==> src/rtl/baud_prescaler_pkg.sv <==
// Shared types and constants for the baud prescaler: autobaud state encoding,
// default widths and the millisecond / blink timing helpers.
package baud_prescaler_pkg;

  typedef enum logic [2:0] {
    ST_IDLE      = 3'd0,
    ST_WAIT_FALL = 3'd1,
    ST_MEASURE   = 3'd2,
    ST_LOCKED    = 3'd3,
    ST_FAIL      = 3'd4
  } ab_state_t;

  localparam int DIV_W_DEF      = 8;
  localparam int CNT_W_DEF      = 12;
  localparam int CAL_TIMEOUT_MS = 1000;

  function automatic int ms_cycles(input int clkrate);
    return clkrate / 1000;
  endfunction

  function automatic int blink_ms();
    return 500;
  endfunction

endpackage

==> src/rtl/baud_prescaler_if.sv <==
// Signal bundle between the prescaler and its surroundings; the slave modport
// is the prescaler side.
interface baud_prescaler_if
  import baud_prescaler_pkg::*;
#(
  parameter int DIV_W = DIV_W_DEF
) ();
  // cal_start and uart_tick are single-cycle pulses; everything else is level.
  logic             rx;
  logic             cal_start;
  logic             uart_tick;
  logic             uart_clk;
  logic             blink;
  logic             link;
  logic             locked;
  logic             cal_fail;
  logic [DIV_W-1:0] divisor;
  ab_state_t        state;

  modport master (
    output rx, cal_start,
    input  uart_tick, uart_clk, blink, link, locked, cal_fail, divisor, state
  );

  modport slave (
    input  rx, cal_start,
    output uart_tick, uart_clk, blink, link, locked, cal_fail, divisor, state
  );
endinterface

==> src/rtl/baud_prescaler_autobaud_meter.sv <==
// Autobaud: measures the shortest of PULSES rx low pulses and turns it into a
// baud divisor; falls back to the default divisor on timeout or overlong pulse.
module autobaud_meter
  import baud_prescaler_pkg::*;
#(
  parameter int OVERSAMPLE = 16,
  parameter int PULSES     = 4,
  parameter int DIV_W      = DIV_W_DEF,
  parameter int CNT_W      = CNT_W_DEF,
  parameter int DEF_DIV    = 13
) (
  input  logic             clk,
  input  logic             reset,
  input  logic             i_rx_s,
  input  logic             i_rx_d,
  input  logic             i_ms_tick,
  input  logic             i_cal_start,
  output logic [DIV_W-1:0] o_divisor_new,
  output logic             o_locked,
  output logic             o_cal_fail,
  output ab_state_t        o_state
);
  localparam int OS_SH = $clog2(OVERSAMPLE);
  localparam int D_MAX = (1 << DIV_W) - 1;
  localparam int PC_W  = $clog2(PULSES + 1);
  localparam int TO_W  = $clog2(CAL_TIMEOUT_MS);

  ab_state_t        r_state;
  logic [CNT_W-1:0] r_width;
  logic [CNT_W-1:0] r_min;
  logic [PC_W-1:0]  r_pulses;
  logic [TO_W-1:0]  r_to;
  logic [DIV_W-1:0] r_div_new;
  logic             r_locked;
  logic             r_cal_fail;

  logic             w_fall;
  logic             w_rise;
  logic [CNT_W-1:0] w_min_next;
  logic [31:0]      w_sh32;
  logic [DIV_W-1:0] w_div_calc;

  assign w_fall     = ~i_rx_s & i_rx_d;
  assign w_rise     = i_rx_s & ~i_rx_d;
  assign w_min_next = (r_width < r_min) ? r_width : r_min;
  assign w_sh32     = 32'(r_min) >> OS_SH;

  // Divisor is clamped to [2, 2^DIV_W-1] so the baud counter always wraps.
  always_comb begin
    w_div_calc = DIV_W'(w_sh32);
    if (w_sh32 < 32'd2)               w_div_calc = DIV_W'(2);
    else if (w_sh32 > 32'(D_MAX))     w_div_calc = DIV_W'(D_MAX);
  end

  always_ff @(posedge clk or posedge reset) begin
    if (reset) begin
      r_state    <= ST_IDLE;
      r_width    <= '0;
      r_min      <= '0;
      r_pulses   <= '0;
      r_to       <= '0;
      r_div_new  <= DIV_W'(DEF_DIV);
      r_locked   <= 1'b0;
      r_cal_fail <= 1'b0;
    end else if (i_cal_start) begin
      r_state    <= ST_WAIT_FALL;
      r_min      <= '1;
      r_pulses   <= '0;
      r_to       <= '0;
      r_locked   <= 1'b0;
      r_cal_fail <= 1'b0;
    end else begin
      case (r_state)
        ST_IDLE: ;
        ST_WAIT_FALL: begin
          if (w_fall) begin
            r_state <= ST_MEASURE;
            r_width <= CNT_W'(1);
          end else if (i_ms_tick) begin
            if (r_to == TO_W'(CAL_TIMEOUT_MS - 1)) r_state <= ST_FAIL;
            else                                   r_to    <= r_to + TO_W'(1);
          end
        end
        ST_MEASURE: begin
          if (w_rise) begin
            r_min    <= w_min_next;
            r_pulses <= r_pulses + PC_W'(1);
            r_to     <= '0;
            if (r_pulses == PC_W'(PULSES - 1)) r_state <= ST_LOCKED;
            else                               r_state <= ST_WAIT_FALL;
          end else if (r_width == '1) begin
            r_state <= ST_FAIL;
          end else if (!i_rx_s) begin
            r_width <= r_width + CNT_W'(1);
          end
        end
        ST_LOCKED: begin
          r_locked  <= 1'b1;
          r_div_new <= w_div_calc;
        end
        ST_FAIL: begin
          r_cal_fail <= 1'b1;
          r_div_new  <= DIV_W'(DEF_DIV);
        end
        default: r_state <= ST_IDLE;
      endcase
    end
  end

  assign o_divisor_new = r_div_new;
  assign o_locked      = r_locked;
  assign o_cal_fail    = r_cal_fail;
  assign o_state       = r_state;

endmodule

==> src/rtl/baud_prescaler.sv <==
// Oversampling baud tick/clock generator with blink, rx link indicator and
// run-time autobaud; divisor changes are applied only at a baud-counter wrap.
module baud_prescaler
  import baud_prescaler_pkg::*;
#(
  parameter int CLKRATE    = 12_000_000,
  parameter int BAUDRATE   = 57_600,
  parameter int OVERSAMPLE = 16,
  parameter int LINK_MS    = 64,
  parameter int PULSES     = 4,
  parameter int DIV_W      = DIV_W_DEF,
  parameter int CNT_W      = CNT_W_DEF
) (
  input  logic             clk,
  input  logic             reset,
  baud_prescaler_if.slave  bus
);
  localparam int DIVISOR = CLKRATE / BAUDRATE / OVERSAMPLE;
  localparam int MS_CYC  = ms_cycles(CLKRATE);
  localparam int MS_W    = $clog2(MS_CYC + 1);
  localparam int BL_MS   = blink_ms();
  localparam int BL_W    = $clog2(BL_MS + 1);
  localparam int LK_W    = $clog2(LINK_MS + 1);

  logic             r_rx_m, r_rx_s, r_rx_d;
  logic [DIV_W-1:0] r_cnt;
  logic [DIV_W-1:0] r_divisor;
  logic             r_tick, r_uclk;
  logic [MS_W-1:0]  r_ms_cnt;
  logic             r_ms_tick;
  logic [BL_W-1:0]  r_bl_cnt;
  logic             r_blink;
  logic [LK_W-1:0]  r_link_cnt;
  logic             r_link;

  logic             w_edge;
  logic [DIV_W-1:0] w_div_new;
  logic             w_locked, w_cal_fail;
  ab_state_t        w_state;

  assign w_edge = r_rx_s ^ r_rx_d;

  // Synchroniser resets to the idle line level so reset release is not an edge.
  always_ff @(posedge clk or posedge reset) begin
    if (reset) begin
      r_rx_m <= 1'b1;
      r_rx_s <= 1'b1;
      r_rx_d <= 1'b1;
    end else begin
      r_rx_m <= bus.rx;
      r_rx_s <= r_rx_m;
      r_rx_d <= r_rx_s;
    end
  end

  always_ff @(posedge clk or posedge reset) begin
    if (reset) begin
      r_cnt     <= '0;
      r_divisor <= DIV_W'(DIVISOR);
      r_tick    <= 1'b0;
      r_uclk    <= 1'b0;
    end else begin
      r_tick <= (r_cnt == '0);
      r_uclk <= (r_cnt < (r_divisor >> 1));
      if (r_cnt == '0) begin
        r_divisor <= w_div_new;
        r_cnt     <= w_div_new - DIV_W'(1);
      end else begin
        r_cnt <= r_cnt - DIV_W'(1);
      end
    end
  end

  always_ff @(posedge clk or posedge reset) begin
    if (reset) begin
      r_ms_cnt  <= '0;
      r_ms_tick <= 1'b0;
      r_bl_cnt  <= '0;
      r_blink   <= 1'b0;
    end else begin
      if (r_ms_cnt == MS_W'(MS_CYC - 1)) begin
        r_ms_cnt  <= '0;
        r_ms_tick <= 1'b1;
      end else begin
        r_ms_cnt  <= r_ms_cnt + MS_W'(1);
        r_ms_tick <= 1'b0;
      end
      if (r_ms_tick) begin
        if (r_bl_cnt == BL_W'(BL_MS - 1)) begin
          r_bl_cnt <= '0;
          r_blink  <= ~r_blink;
        end else begin
          r_bl_cnt <= r_bl_cnt + BL_W'(1);
        end
      end
    end
  end

  // An edge coinciding with ms_tick reloads rather than decrements.
  always_ff @(posedge clk or posedge reset) begin
    if (reset) begin
      r_link_cnt <= '0;
      r_link     <= 1'b0;
    end else begin
      if (w_edge)                               r_link_cnt <= LK_W'(LINK_MS);
      else if (r_ms_tick && r_link_cnt != '0)   r_link_cnt <= r_link_cnt - LK_W'(1);
      r_link <= (r_link_cnt != '0);
    end
  end

  autobaud_meter #(
    .OVERSAMPLE (OVERSAMPLE),
    .PULSES     (PULSES),
    .DIV_W      (DIV_W),
    .CNT_W      (CNT_W),
    .DEF_DIV    (DIVISOR)
  ) u_meter (
    .clk           (clk),
    .reset         (reset),
    .i_rx_s        (r_rx_s),
    .i_rx_d        (r_rx_d),
    .i_ms_tick     (r_ms_tick),
    .i_cal_start   (bus.cal_start),
    .o_divisor_new (w_div_new),
    .o_locked      (w_locked),
    .o_cal_fail    (w_cal_fail),
    .o_state       (w_state)
  );

  assign bus.uart_tick = r_tick;
  assign bus.uart_clk  = r_uclk;
  assign bus.blink     = r_blink;
  assign bus.link      = r_link;
  assign bus.locked    = w_locked;
  assign bus.cal_fail  = w_cal_fail;
  assign bus.divisor   = r_divisor;
  assign bus.state     = w_state;

endmodule

==> src/flat_wrapper.sv <==
// flat-port wrapper written by rule: the top's interface ports become plain ports
module baud_prescaler_flat import baud_prescaler_pkg::*;
#(
  parameter int CLKRATE    = 12_000_000,
  parameter int BAUDRATE   = 57_600,
  parameter int OVERSAMPLE = 16,
  parameter int LINK_MS    = 64,
  parameter int PULSES     = 4,
  parameter int DIV_W      = DIV_W_DEF,
  parameter int CNT_W      = CNT_W_DEF
)
  (clk, reset, bus_rx, bus_cal_start, bus_uart_tick, bus_uart_clk, bus_blink, bus_link, bus_locked, bus_cal_fail, bus_divisor, bus_state);
  baud_prescaler_if #(.DIV_W(DIV_W)) bus_i ();
  input  logic clk;
  input  logic reset;
  input wire logic [$bits(bus_i.rx)-1:0] bus_rx;
  input wire logic [$bits(bus_i.cal_start)-1:0] bus_cal_start;
  output wire logic [$bits(bus_i.uart_tick)-1:0] bus_uart_tick;
  output wire logic [$bits(bus_i.uart_clk)-1:0] bus_uart_clk;
  output wire logic [$bits(bus_i.blink)-1:0] bus_blink;
  output wire logic [$bits(bus_i.link)-1:0] bus_link;
  output wire logic [$bits(bus_i.locked)-1:0] bus_locked;
  output wire logic [$bits(bus_i.cal_fail)-1:0] bus_cal_fail;
  output wire logic [$bits(bus_i.divisor)-1:0] bus_divisor;
  output wire logic [$bits(bus_i.state)-1:0] bus_state;
  assign bus_i.rx = bus_rx;
  assign bus_i.cal_start = bus_cal_start;
  assign bus_uart_tick = bus_i.uart_tick;
  assign bus_uart_clk = bus_i.uart_clk;
  assign bus_blink = bus_i.blink;
  assign bus_link = bus_i.link;
  assign bus_locked = bus_i.locked;
  assign bus_cal_fail = bus_i.cal_fail;
  assign bus_divisor = bus_i.divisor;
  assign bus_state = bus_i.state;
  baud_prescaler #(.CLKRATE(CLKRATE), .BAUDRATE(BAUDRATE), .OVERSAMPLE(OVERSAMPLE), .LINK_MS(LINK_MS), .PULSES(PULSES), .DIV_W(DIV_W), .CNT_W(CNT_W)) u_core (.clk(clk), .reset(reset), .bus(bus_i));
endmodule
==> config.mk <==
export PLATFORM = sky130hd
export DESIGN_NAME = baud_prescaler_flat
export DESIGN_NICKNAME = d
export VERILOG_FILES = /design/src/rtl/baud_prescaler_pkg.sv /design/src/rtl/baud_prescaler_if.sv /design/src/rtl/baud_prescaler_autobaud_meter.sv /design/src/rtl/baud_prescaler.sv /design/src/flat_wrapper.sv
export SDC_FILE = /design/constraint.sdc
export NUM_CORES = 1
export LEC_CHECK = 0
export CORE_MARGIN = 3
export CORE_UTILIZATION = 55
export CTS_BUF_LIST = sky130_fd_sc_hd__clkbuf_16
export DETAILED_ROUTE_END_ITERATION = 12
export PLACE_DENSITY = 0.73
export SKIP_CTS_REPAIR_TIMING = 1
export SLEW_MARGIN = 20
export SYNTH_ARGS = -nofsm -noshare
export SYNTH_HDL_FRONTEND = slang
export SYNTH_SLANG_ARGS = --single-unit
==> constraint.sdc <==
create_clock -name clk -period 4.5 [get_ports clk]
set_input_delay 0.675 -clock clk [delete_from_list [all_inputs] [get_ports clk]]
set_output_delay 0.675 -clock clk [all_outputs]
set_load 0.1 [all_outputs]
==> results.txt, run 1 <==
----------------------------------------------------
[Run status]
  Outcome ... finished clean

[Worst setup path]
  Reg-to-Reg End ... u_core.r_cnt[6]
  Critical path's most frequent cell ... sky130_fd_sc_hd__o21ai_0
  Critical path class ... register to register
  Worst-path fanout max ... 21
  Slowest-stage cell, CP ... sky130_fd_sc_hd__inv_1
  Data arrival time of the critical path ... 3060 ps
  Crit end category ... register
  Kind of launch point of the worst setup path ... register
  Sequence of cells on the critical path ... nor4_1, nand3_1, inv_1, a21oi_1, ha_1, nor3b_1, o21ai_0, mux2i_1, o21ai_0
  Data required time at the worst endpoint ... 4710 ps
  Startpoint of the worst register-to-register path ... u_core.r_cnt[4]
  FF-to-FF path depth ... 9
  Stage delay of the slowest cell on the critical path ... 530 ps
  Worst R2R Setup Slack ... 1640 ps

[Logic synthesis]
  Synth Register Bits ... 104
  Cell area after technology mapping ... 5460 um2
  EDFF count, synth ... 0
  Most frequently used flop master after synthesis ... sky130_fd_sc_hd__dfrtp_1
  Post-synth ARST share ... 100%
  Synthesized instance count ... 561
  Average cell area after synthesis ... 9.73 um2
  Nets in the synthesized netlist ... 593
  Count of yosys warnings during synthesis ... 0
  Share of the yosys chip area belonging to registers ... 47.9%
  Distinct cell type count after synthesis ... 63

[Global routing]
  Largest net degree at the start of global routing ... 90
  Residual overflow from global routing ... 0
  Initial antenna violation count ... 0
  Total global routing track utilization ... 21.5%
  Via count of the first global-routing pass ... 4232
  Global-route wire length before repair ... 19800 um

[Placed design]
  Number of placed instances, taps included ... 696
  Final GP Congestion ... 0.833
  Half-perimeter wire length of the detailed placement result ... 7700 um
  Number of buffers inserted by port buffering ... 20

[Clocking]
  Maximum clock path buffer count ... 2
  CTS root buf ... sky130_fd_sc_hd__clkbuf_16
  Clk sink count ... 104
  Clock network latency to the later pin of the worst-skew pair ... 340 ps
  CTS tree ... yes
  Clock transition at path regs ... 70 ps
  Clock buffer count from CTS ... 9
  H-Tree Depth ... 3

[Floorplanning]
  Core Footprint ... 9460 um2
  Vert. Die Dim ... 106 um
  Die width ... 106 um
  I/O Pins ... 21
  Effective utilization at floorplan ... 57.7%
  Number of cell rows ... 35
  Total Die Area ... 11200 um2

[Timing]
  Maximum clock frequency ... 350 MHz
  Max-slew violations ... 0
  Slew at the pin with the worst max-slew slack ... 972 ps
  Shortest clock period the worst path allows after layout ... 2860 ps
  Endpoints failing hold ... 0
  Setup violations, final ... 0
  RSZ-0062 raised after global routing ... false
  Post-Route Setup TNS ... 0 ps
  Share of the clock period used by the worst path after layout ... 63.5%
  Setup skew after layout ... 11.4 ps
  Max-slew headroom at the worst pin ... 35.0%

[Power and ir drop]
  Power per cell area ... 476 nW/um2
  Reported leakage power ... 0.00264 uW
  VDD IR max ... 298 uV

[Cells and area]
  Antenna Diode Count ... 0
  Leading cell types in the layout, fill and taps excluded ... 95 x sky130_fd_sc_hd__dfrtp_1, 52 x sky130_fd_sc_hd__nand2_1, 45 x sky130_fd_sc_hd__nor2_1, 34 x sky130_fd_sc_hd__inv_1
  Area growth from synthesis to layout ... 11.6%
  Layout cells sized above 1 ... 6.69%
  Leading cell type in the layout, fill and taps excluded ... sky130_fd_sc_hd__dfrtp_1
  Final instance count without filler cells ... 712
  Post-layout nets ... 610

[Hold path]
  Worst Hold Class ... register to register
  Hold EP ... u_core.r_rx_s
  Source of the worst hold timing path ... u_core.r_rx_m
  Worst hold path stage count ... 0

[Detailed routing]
  Highest metal layer with signal wires ... met4
  Remaining design rule violation count ... 0
  Post-Route WL ... 11300 um
  WL per Instance ... 15.9 um
  Detailed Routing Iterations Pass 1 ... 5
  Amount of wire on met3 after detailed routing ... 481 um
  Met2 wirelength from detailed routing ... 5650 um
  Initial DRC count ... 209
  Via Count ... 4292
  Vias per cell ... 6.03
  Post-detailed-route count of antenna-violating nets ... 0
  Routed length on met1 ... 4980 um

[Job]
  Max-cap violation count ... 0

----------------------------------------------------
[final cells by class]
cell class                      count  area (um2)
Fill cell                         799        3370
Multi-Input combinational cell    406        2640
Sequential cell                   104        2610
Timing Repair Buffer               24         230
Clock buffer                        9         225
Tap cell                          129         161
Inverter                           33         129
Clock inverter                      7        87.6
[synthesized netlist by cell type, types with 3 or more instances]
cell | count | area (um2)
sky130_fd_sc_hd__ha_1 | 28 | 350
sky130_fd_sc_hd__o31ai_1 | 3 | 22.5
sky130_fd_sc_hd__and3_1 | 5 | 31.3
sky130_fd_sc_hd__a31oi_1 | 3 | 18.8
sky130_fd_sc_hd__nand2b_1 | 7 | 43.8
sky130_fd_sc_hd__a21oi_1 | 30 | 150
sky130_fd_sc_hd__inv_1 | 33 | 124
sky130_fd_sc_hd__nand2_1 | 52 | 195
sky130_fd_sc_hd__o21ai_0 | 30 | 150
sky130_fd_sc_hd__nor2_1 | 45 | 169
sky130_fd_sc_hd__or4_1 | 4 | 30.0
sky130_fd_sc_hd__nor3b_1 | 3 | 22.5
sky130_fd_sc_hd__dfstp_2 | 9 | 236
sky130_fd_sc_hd__o21a_1 | 6 | 45.0
sky130_fd_sc_hd__o41ai_1 | 4 | 35.0
sky130_fd_sc_hd__clkbuf_1 | 14 | 52.6
sky130_fd_sc_hd__a32o_1 | 3 | 30.0
sky130_fd_sc_hd__nor2b_1 | 6 | 37.5
sky130_fd_sc_hd__a21o_1 | 3 | 22.5
sky130_fd_sc_hd__nor4_1 | 9 | 56.3
sky130_fd_sc_hd__a22oi_1 | 3 | 22.5
sky130_fd_sc_hd__and2_1 | 3 | 18.8
sky130_fd_sc_hd__xnor2_1 | 14 | 123
sky130_fd_sc_hd__dfrtp_1 | 95 | 2380
sky130_fd_sc_hd__xor2_1 | 15 | 131
sky130_fd_sc_hd__nand4_1 | 11 | 68.8
sky130_fd_sc_hd__nand3b_1 | 6 | 45.0
sky130_fd_sc_hd__nand3_1 | 24 | 120
sky130_fd_sc_hd__or3_1 | 8 | 50.1
sky130_fd_sc_hd__nor3_1 | 11 | 55.1
sky130_fd_sc_hd__o211ai_1 | 29 | 218
[cells by family after synthesis]
kind of cell / after synthesis / share of synthesized area [%]
simple gates: 211 / 20.2
xor+xnor: 29 / 4.66
fa+ha+maj: 28 / 6.42
flops: 104 / 47.9
buf+inv: 51 / 3.69
mux: 3 / 0.596
compound gates: 135 / 16.5
[worst max path at each step]
stage	start	end	slack [ps]	depth (start not counted)
final	u_core.r_cnt[4]	u_core.r_cnt[6]	1640	9
after global routing	u_core.r_cnt[4]	u_core.r_cnt[6]	1360	9
after CTS	u_core.r_cnt[4]	u_core.r_cnt[6]	1630	9
after detailed placement	bus_cal_start	u_core.u_meter.r_width[9]	1340	7
after global placement	bus_cal_start	u_core.u_meter.r_width[9]	1470	7
after floorplan	reset	u_core.bus.blink	1110	1
[state kept, by name, summed over array words and instances (netlist names), 3 cells and up]
register                      flops
u_core.r_bl_cnt                   9
u_core.u_meter.r_width           12
u_core.u_meter.r_pulses           3
u_core.u_meter.r_to              10
u_core.r_link_cnt                 7
u_core.r_cnt                      8
u_core.r_ms_cnt                  14
u_core.bus.divisor                8
u_core.u_meter.r_min             12
u_core.u_meter.o_state            3
u_core.u_meter.o_divisor_new      8
[routing by layer]
metal | track usage, % | up-vias
li1 | - | 2065
met1 | 29.5 | 2120
met2 | 35.2 | 89
met3 | 2.94 | 18
met4 | 7.22 | 0
met5 | 0 | -
[worst max-delay path, delay by kind of cell, from the launching register on]
kind,cells,cell delay [ps]
flip-flops,1,450
multiplexers,1,220
adder cells (fa/ha/maj),1,250
buffers and inverters,1,530
AND/OR/NAND/NOR,3,840
AO/OA/AOI/OAI,3,440
[stage by stage]
stage,instance area (um2),setup WS (ps),hold slack [ps],util (%),power [uW]
finish,6090,1640,356,64.4,2900
global route,6090,1360,363,64.4,3040
CTS,6090,1630,355,64.3,2920
detailed placement,5770,1340,349,61.0,2090
global placement,5770,1470,346,61.0,2070
floorplan,5460,1110,345,-,1880
[report_power, final]
part           internal (uW)  switching [uW]
combinational            266             602
sequential              1070             144
clock                    484             333
No activity file was read; power rests on OpenSTA's default activity.
==> run 2, diff against run 1 <==
==> constraint.sdc (replaced) <==
create_clock -name clk -period 3 [get_ports clk]
set_input_delay 0.45 -clock clk [delete_from_list [all_inputs] [get_ports clk]]
set_output_delay 0.45 -clock clk [all_outputs]
set_load 0.1 [all_outputs]
==> results.txt, run 2 (synthesis gave the netlist of run 1 again) <==
----------------------------------------------------
[Run status]
  Outcome ... finished clean

[Job]
  Max-cap violation count ... 0

[Worst setup path]
  Critical path's most frequent cell ... sky130_fd_sc_hd__o21ai_0
  Crit end category ... register
  Critical path class ... register to register
  Reg-to-Reg End ... u_core.r_cnt[6]
  Kind of launch point of the worst setup path ... register
  Data required time at the worst endpoint ... 3210 ps
  Sequence of cells on the critical path ... nor4_1, nand3_1, inv_1, a21oi_1, ha_1, nor3b_1, o21ai_0, mux2i_1, o21ai_0
  Worst-path fanout max ... 10
  Data arrival time of the critical path ... 2730 ps
  Stage delay of the slowest cell on the critical path ... 460 ps
  Worst R2R Setup Slack ... 490 ps
  FF-to-FF path depth ... 9
  Startpoint of the worst register-to-register path ... u_core.r_cnt[4]
  Slowest-stage cell, CP ... sky130_fd_sc_hd__dfrtp_1

[Clocking]
  H-Tree Depth ... 3
  Clock buffer count from CTS ... 9
  Clk sink count ... 104
  Clock transition at path regs ... 80 ps
  CTS root buf ... sky130_fd_sc_hd__clkbuf_16
  Clock network latency to the later pin of the worst-skew pair ... 350 ps
  CTS tree ... yes
  Maximum clock path buffer count ... 2

[Timing]
  Slew at the pin with the worst max-slew slack ... 812 ps
  Max-slew violations ... 0
  Endpoints failing hold ... 0
  Setup skew after layout ... 13.2 ps
  Max-slew headroom at the worst pin ... 45.4%
  Setup violations, final ... 0
  Shortest clock period the worst path allows after layout ... 2510 ps
  Maximum clock frequency ... 398 MHz
  Post-Route Setup TNS ... 0 ps
  Final WS setup ... 486 ps
  Share of the clock period used by the worst path after layout ... 83.8%
  RSZ-0062 raised after global routing ... false

[Cells and area]
  Area growth from synthesis to layout ... 11.9%
  Post-layout nets ... 615
  Layout fillers ... 772
  Area of combinational cells with multiple inputs ... 2640 um2
  Final instance count without filler cells ... 717
  Flip-flop count of the largest register, all copies and words added ... 14
  Antenna Diode Count ... 0
  Leading cell types in the layout, fill and taps excluded ... 95 x sky130_fd_sc_hd__dfrtp_1, 52 x sky130_fd_sc_hd__nand2_1, 45 x sky130_fd_sc_hd__nor2_1, 32 x sky130_fd_sc_hd__inv_1
  Leading cell type in the layout, fill and taps excluded ... sky130_fd_sc_hd__dfrtp_1
  Reg area ... 2610 um2
  Layout cells sized above 1 ... 10.9%
  Most flops, register ... u_core.r_ms_cnt
  Top Registers ... u_core.r_ms_cnt x14, u_core.u_meter.r_min x12, u_core.u_meter.r_width x12

[Placed design]
  Number of buffers inserted by port buffering ... 20
  Number of placed instances, taps included ... 701
  Final GP Congestion ... 0.849
  Half-perimeter wire length of the detailed placement result ... 7540 um
  Worst Setup Slack post-DPL ... 486 ps

[Detailed routing]
  Post-detailed-route count of antenna-violating nets ... 0
  Remaining design rule violation count ... 0
  Detailed Routing Iterations Pass 1 ... 5
  WL per Instance ... 15.2 um
  Vias per cell ... 5.95
  Via Count ... 4263
  Initial DRC count ... 202
  Post-Route WL ... 10900 um

[Hold path]
  Source of the worst hold timing path ... u_core.r_rx_m
  Worst hold path stage count ... 0
  Hold EP ... u_core.r_rx_s
  Worst Hold Class ... register to register

[Global routing]
  Initial antenna violation count ... 0
  Residual overflow from global routing ... 0
  Total global routing track utilization ... 20.9%
  Largest net degree at the start of global routing ... 105
  Via count of the first global-routing pass ... 4114
  Global-route wire length before repair ... 19200 um

[Floorplanning]
  I/O Pins ... 21
  Total Die Area ... 11200 um2
  Number of cell rows ... 35
  Vert. Die Dim ... 106 um
  Die width ... 106 um
  Core Footprint ... 9460 um2
  Effective utilization at floorplan ... 57.7%

[Power and ir drop]
  Power per cell area ... 715 nW/um2
  Reported leakage power ... 0.00268 uW
  VDD IR max ... 418 uV

----------------------------------------------------
-- run 2: changes by cell type in the layout (fill, tap and decap cells not counted), sizes merged --
cell	before	now
clkinvlp	1	3
clkdlybuf4s50	20	3
inv	36	34
buf	4	26
-- run 2: how the worst max path moves through the flow --
stage                                    from                         to  slack (ps)  depth (start not counted)
finish                        u_core.r_cnt[4]            u_core.r_cnt[6]         490                          9
global route                  u_core.r_cnt[4]            u_core.r_cnt[6]         210                          9
CTS                           u_core.r_cnt[4]            u_core.r_cnt[6]         460                          9
detailed placement            u_core.r_cnt[4]            u_core.r_cnt[6]         490                          9
global placement                bus_cal_start  u_core.u_meter.r_width[9]         600                          6
floorplan           u_core.u_meter.o_state[0]     u_core.u_meter.r_to[3]         460                          6
-- run 2: metal layers --
layer	part of all wire (%)	wire (um)	track usage, %
met3	4.1	443	3.55
met2	47	5180	33.4
met5	0	0	0
met4	1.2	130	5.83
met1	47	5160	29.5
-- run 2: stage by stage --
step / area, um2 / util, % / hold WS, ps / total power [uW]
after global placement: 5780 / 61.1 / 347 / 3090
after detailed placement: 5780 / 61.1 / 353 / 3120
after global routing: 6110 / 64.6 / 368 / 4590
final: 6110 / 64.6 / 359 / 4360
after floorplan: 5460 / - / 345 / 2820
after CTS: 6110 / 64.6 / 359 / 4400
-- run 2: cell type report --
class	count	area share, %
Timing Repair Buffer	29	3.89
Inverter	33	2.09
Tap cell	129	2.64
Clock inverter	7	1.66
Multi-Input combinational cell	406	43.2
Sequential cell	104	42.8
Clock buffer	9	3.69
-- run 2: critical path: cells and delay by family (launching register included) --
family,cells,cell delay (ps)
simple gates,3,800
flops,1,460
compound gates,3,370
buf+inv,1,290
fa+ha+maj,1,230
mux,1,220
-- run 2: where the power goes --
part	internal [uW]	switching (uW)	leakage, uW
sequential	1600	216	0.00130
combinational	379	897	0.00123
clock	739	533	0.000153
total	2720	1650	0.00268
==> run 3, diff against run 2 <==
--- a/config.mk
+++ b/config.mk
@@ -9,7 +9,7 @@
 export CORE_UTILIZATION = 55
 export CTS_BUF_LIST = sky130_fd_sc_hd__clkbuf_16
 export DETAILED_ROUTE_END_ITERATION = 12
-export PLACE_DENSITY = 0.73
+export PLACE_DENSITY = 0.76
 export SKIP_CTS_REPAIR_TIMING = 1
 export SLEW_MARGIN = 20
 export SYNTH_ARGS = -nofsm -noshare
==> constraint.sdc (replaced) <==
create_clock -name clk -period 2.3 [get_ports clk]
set_input_delay 0.345 -clock clk [delete_from_list [all_inputs] [get_ports clk]]
set_output_delay 0.345 -clock clk [all_outputs]
set_load 0.1 [all_outputs]
==> results.txt, run 3 (synthesis gave the netlist of run 1 again) <==
----------------------------------------------------
[Run status]
  Outcome ... finished clean

[Timing]
  Endpoints failing hold ... 0
  RSZ-0062 raised after global routing ... true
  Shortest clock period the worst path allows after layout ... 2220 ps
  Share of the clock period used by the worst path after layout ... 96.4%
  Maximum clock frequency ... 451 MHz
  Final WS setup ... 82.5 ps
  Slew at the pin with the worst max-slew slack ... 656 ps
  Setup skew after layout ... 4.91 ps
  Final hold slack ... 364 ps
  Post-Route Setup TNS ... 0 ps
  Max-slew violations ... 0
  Max-slew headroom at the worst pin ... 55.9%
  Setup violations, final ... 0

[Placed design]
  Final GP Congestion ... 0.904
  Number of buffers inserted by port buffering ... 20
  Number of placed instances, taps included ... 723
  Half-perimeter wire length of the detailed placement result ... 7940 um
  Worst Setup Slack post-DPL ... 69.7 ps

[Global routing]
  Global-route wire length before repair ... 20200 um
  Largest net degree at the start of global routing ... 105
  Total global routing track utilization ... 21.7%
  Residual overflow from global routing ... 0
  Via count of the first global-routing pass ... 4277
  Initial antenna violation count ... 0

[Worst setup path]
  Stage delay of the slowest cell on the critical path ... 610 ps
  Critical path class ... register to register
  Data required time at the worst endpoint ... 2570 ps
  Kind of launch point of the worst setup path ... register
  Critical path's top delay family ... simple AND/OR/NAND/NOR gates
  Data arrival time of the critical path ... 2480 ps
  Crit end category ... register
  Slowest-stage cell, CP ... sky130_fd_sc_hd__dfstp_2
  Sequence of cells on the critical path ... inv_1, ha_1, nor3b_2, nand3b_2, or2_4, or4b_1, a21oi_1
  Worst Path Buf+Inv ... 1
  Worst-path fanout max ... 7

[Cells and area]
  Antenna Diode Count ... 0
  Flip-flop count of the largest register, all copies and words added ... 14
  Area growth from synthesis to layout ... 15.8%
  Most flops, register ... u_core.r_ms_cnt
  Top Registers ... u_core.r_ms_cnt x14, u_core.u_meter.r_min x12, u_core.u_meter.r_width x12
  Layout cells sized above 1 ... 14.4%
  Leading cell types in the layout, fill and taps excluded ... 93 x sky130_fd_sc_hd__dfrtp_1, 52 x sky130_fd_sc_hd__nand2_1, 47 x sky130_fd_sc_hd__buf_4, 45 x sky130_fd_sc_hd__nor2_1, 33 x sky130_fd_sc_hd__inv_1
  Leading cell type in the layout, fill and taps excluded ... sky130_fd_sc_hd__dfrtp_1
  Post-layout nets ... 637
  Final instance count without filler cells ... 739

[Clocking]
  CTS tree ... yes
  Clock transition at path regs ... 70 ps
  Clock buffer count from CTS ... 9
  CTS root buf ... sky130_fd_sc_hd__clkbuf_16
  H-Tree Depth ... 3
  Maximum clock path buffer count ... 2
  Clk sink count ... 104
  Clock network latency to the later pin of the worst-skew pair ... 340 ps

[Floorplanning]
  Vert. Die Dim ... 106 um
  Effective utilization at floorplan ... 57.7%
  I/O Pins ... 21
  Core Footprint ... 9460 um2
  Total Die Area ... 11200 um2
  Number of cell rows ... 35
  Die width ... 106 um

[Detailed routing]
  Vias per cell ... 5.94
  Initial DRC count ... 236
  Detailed Routing Iterations Pass 1 ... 5
  Via Count ... 4392
  WL per Instance ... 15.6 um
  Remaining design rule violation count ... 0
  Post-Route WL ... 11500 um
  Post-detailed-route count of antenna-violating nets ... 0

[Hold path]
  Worst Hold Class ... register to register

[Power and ir drop]
  Reported leakage power ... 0.00281 uW
  PnR Total Power ... 5940 uW
  VDD IR max ... 647 uV
  Power per cell area ... 940 nW/um2

[Job]
  Max-cap violation count ... 0

----------------------------------------------------
[run 3: cell types whose count changed in the layout (fill, tap and decap cells not counted), sizes merged]
| cell | previous run | this run |
|---|---|---|
| buf | 26 | 48 |
| bufinv | 2 | 4 |
| clkinvlp | 3 | 2 |
| inv | 34 | 33 |
[run 3: layout make-up]
class                   instances  area, um2
clock buffers                   9        225
clock inverters                 7        135
multi-input cells             406       2650
fillers                       764       3140
well taps                     129        161
inverters                      33        128
repair buffers                 51        403
flip-flops and latches        104       2620
[run 3: layer usage]
layer  routed length, um  vias up  GRT usage, %
met5                   0        -             0
li1                    -     2116             -
met3                 529       13          4.90
met2                5640      104          35.7
met1                5260     2159          29.9
met4                 119        0          4.07
[run 3: worst paths after layout]
check | start | end | slack (ps) | cells past startpoint
worst max register to register | u_core.r_rx_s | u_core.u_meter.r_to[3] | 80 | 7
worst min-delay path | u_core.r_rx_m | u_core.r_rx_s | 360 | 0
min in group asynchronous | reset | u_core.r_ms_cnt[7] | 510 | 3
worst min register to register | u_core.r_rx_m | u_core.r_rx_s | 360 | 0
worst max-delay path | u_core.r_rx_s | u_core.u_meter.r_to[3] | 80 | 7
max in group asynchronous | reset | u_core.u_meter.o_state[1] | 1350 | 3
[run 3: worst reg2reg max path, delay by kind of cell, from the launching register on]
kind,cells,cell delay (ps)
AO/OA/AOI/OAI,1,150
AND/OR/NAND/NOR,4,1100
flip-flops,1,610
adder cells (fa/ha/maj),1,220
buffers and inverters,1,60
[run 3: report_power, final]
| group | internal (uW) | leakage (uW) | total [uW] | switching [uW] |
|---|---|---|---|---|
| registers | 2090 | 0.00129 | 2370 | 273 |
| clock network | 1170 | 0.000174 | 1820 | 655 |
| logic | 541 | 0.00134 | 1750 | 1210 |
| total | 3800 | 0.00281 | 5940 | 2140 |
[run 3: stage by stage]
stage / util [%] / area [um2]
6_report: 66.8 / 6320
3_3_place_gp: 62.9 / 5950
5_1_grt: 66.8 / 6320
2_1_floorplan: - / 5460
3_5_place_dp: 62.9 / 5950
4_1_cts: 66.7 / 6310
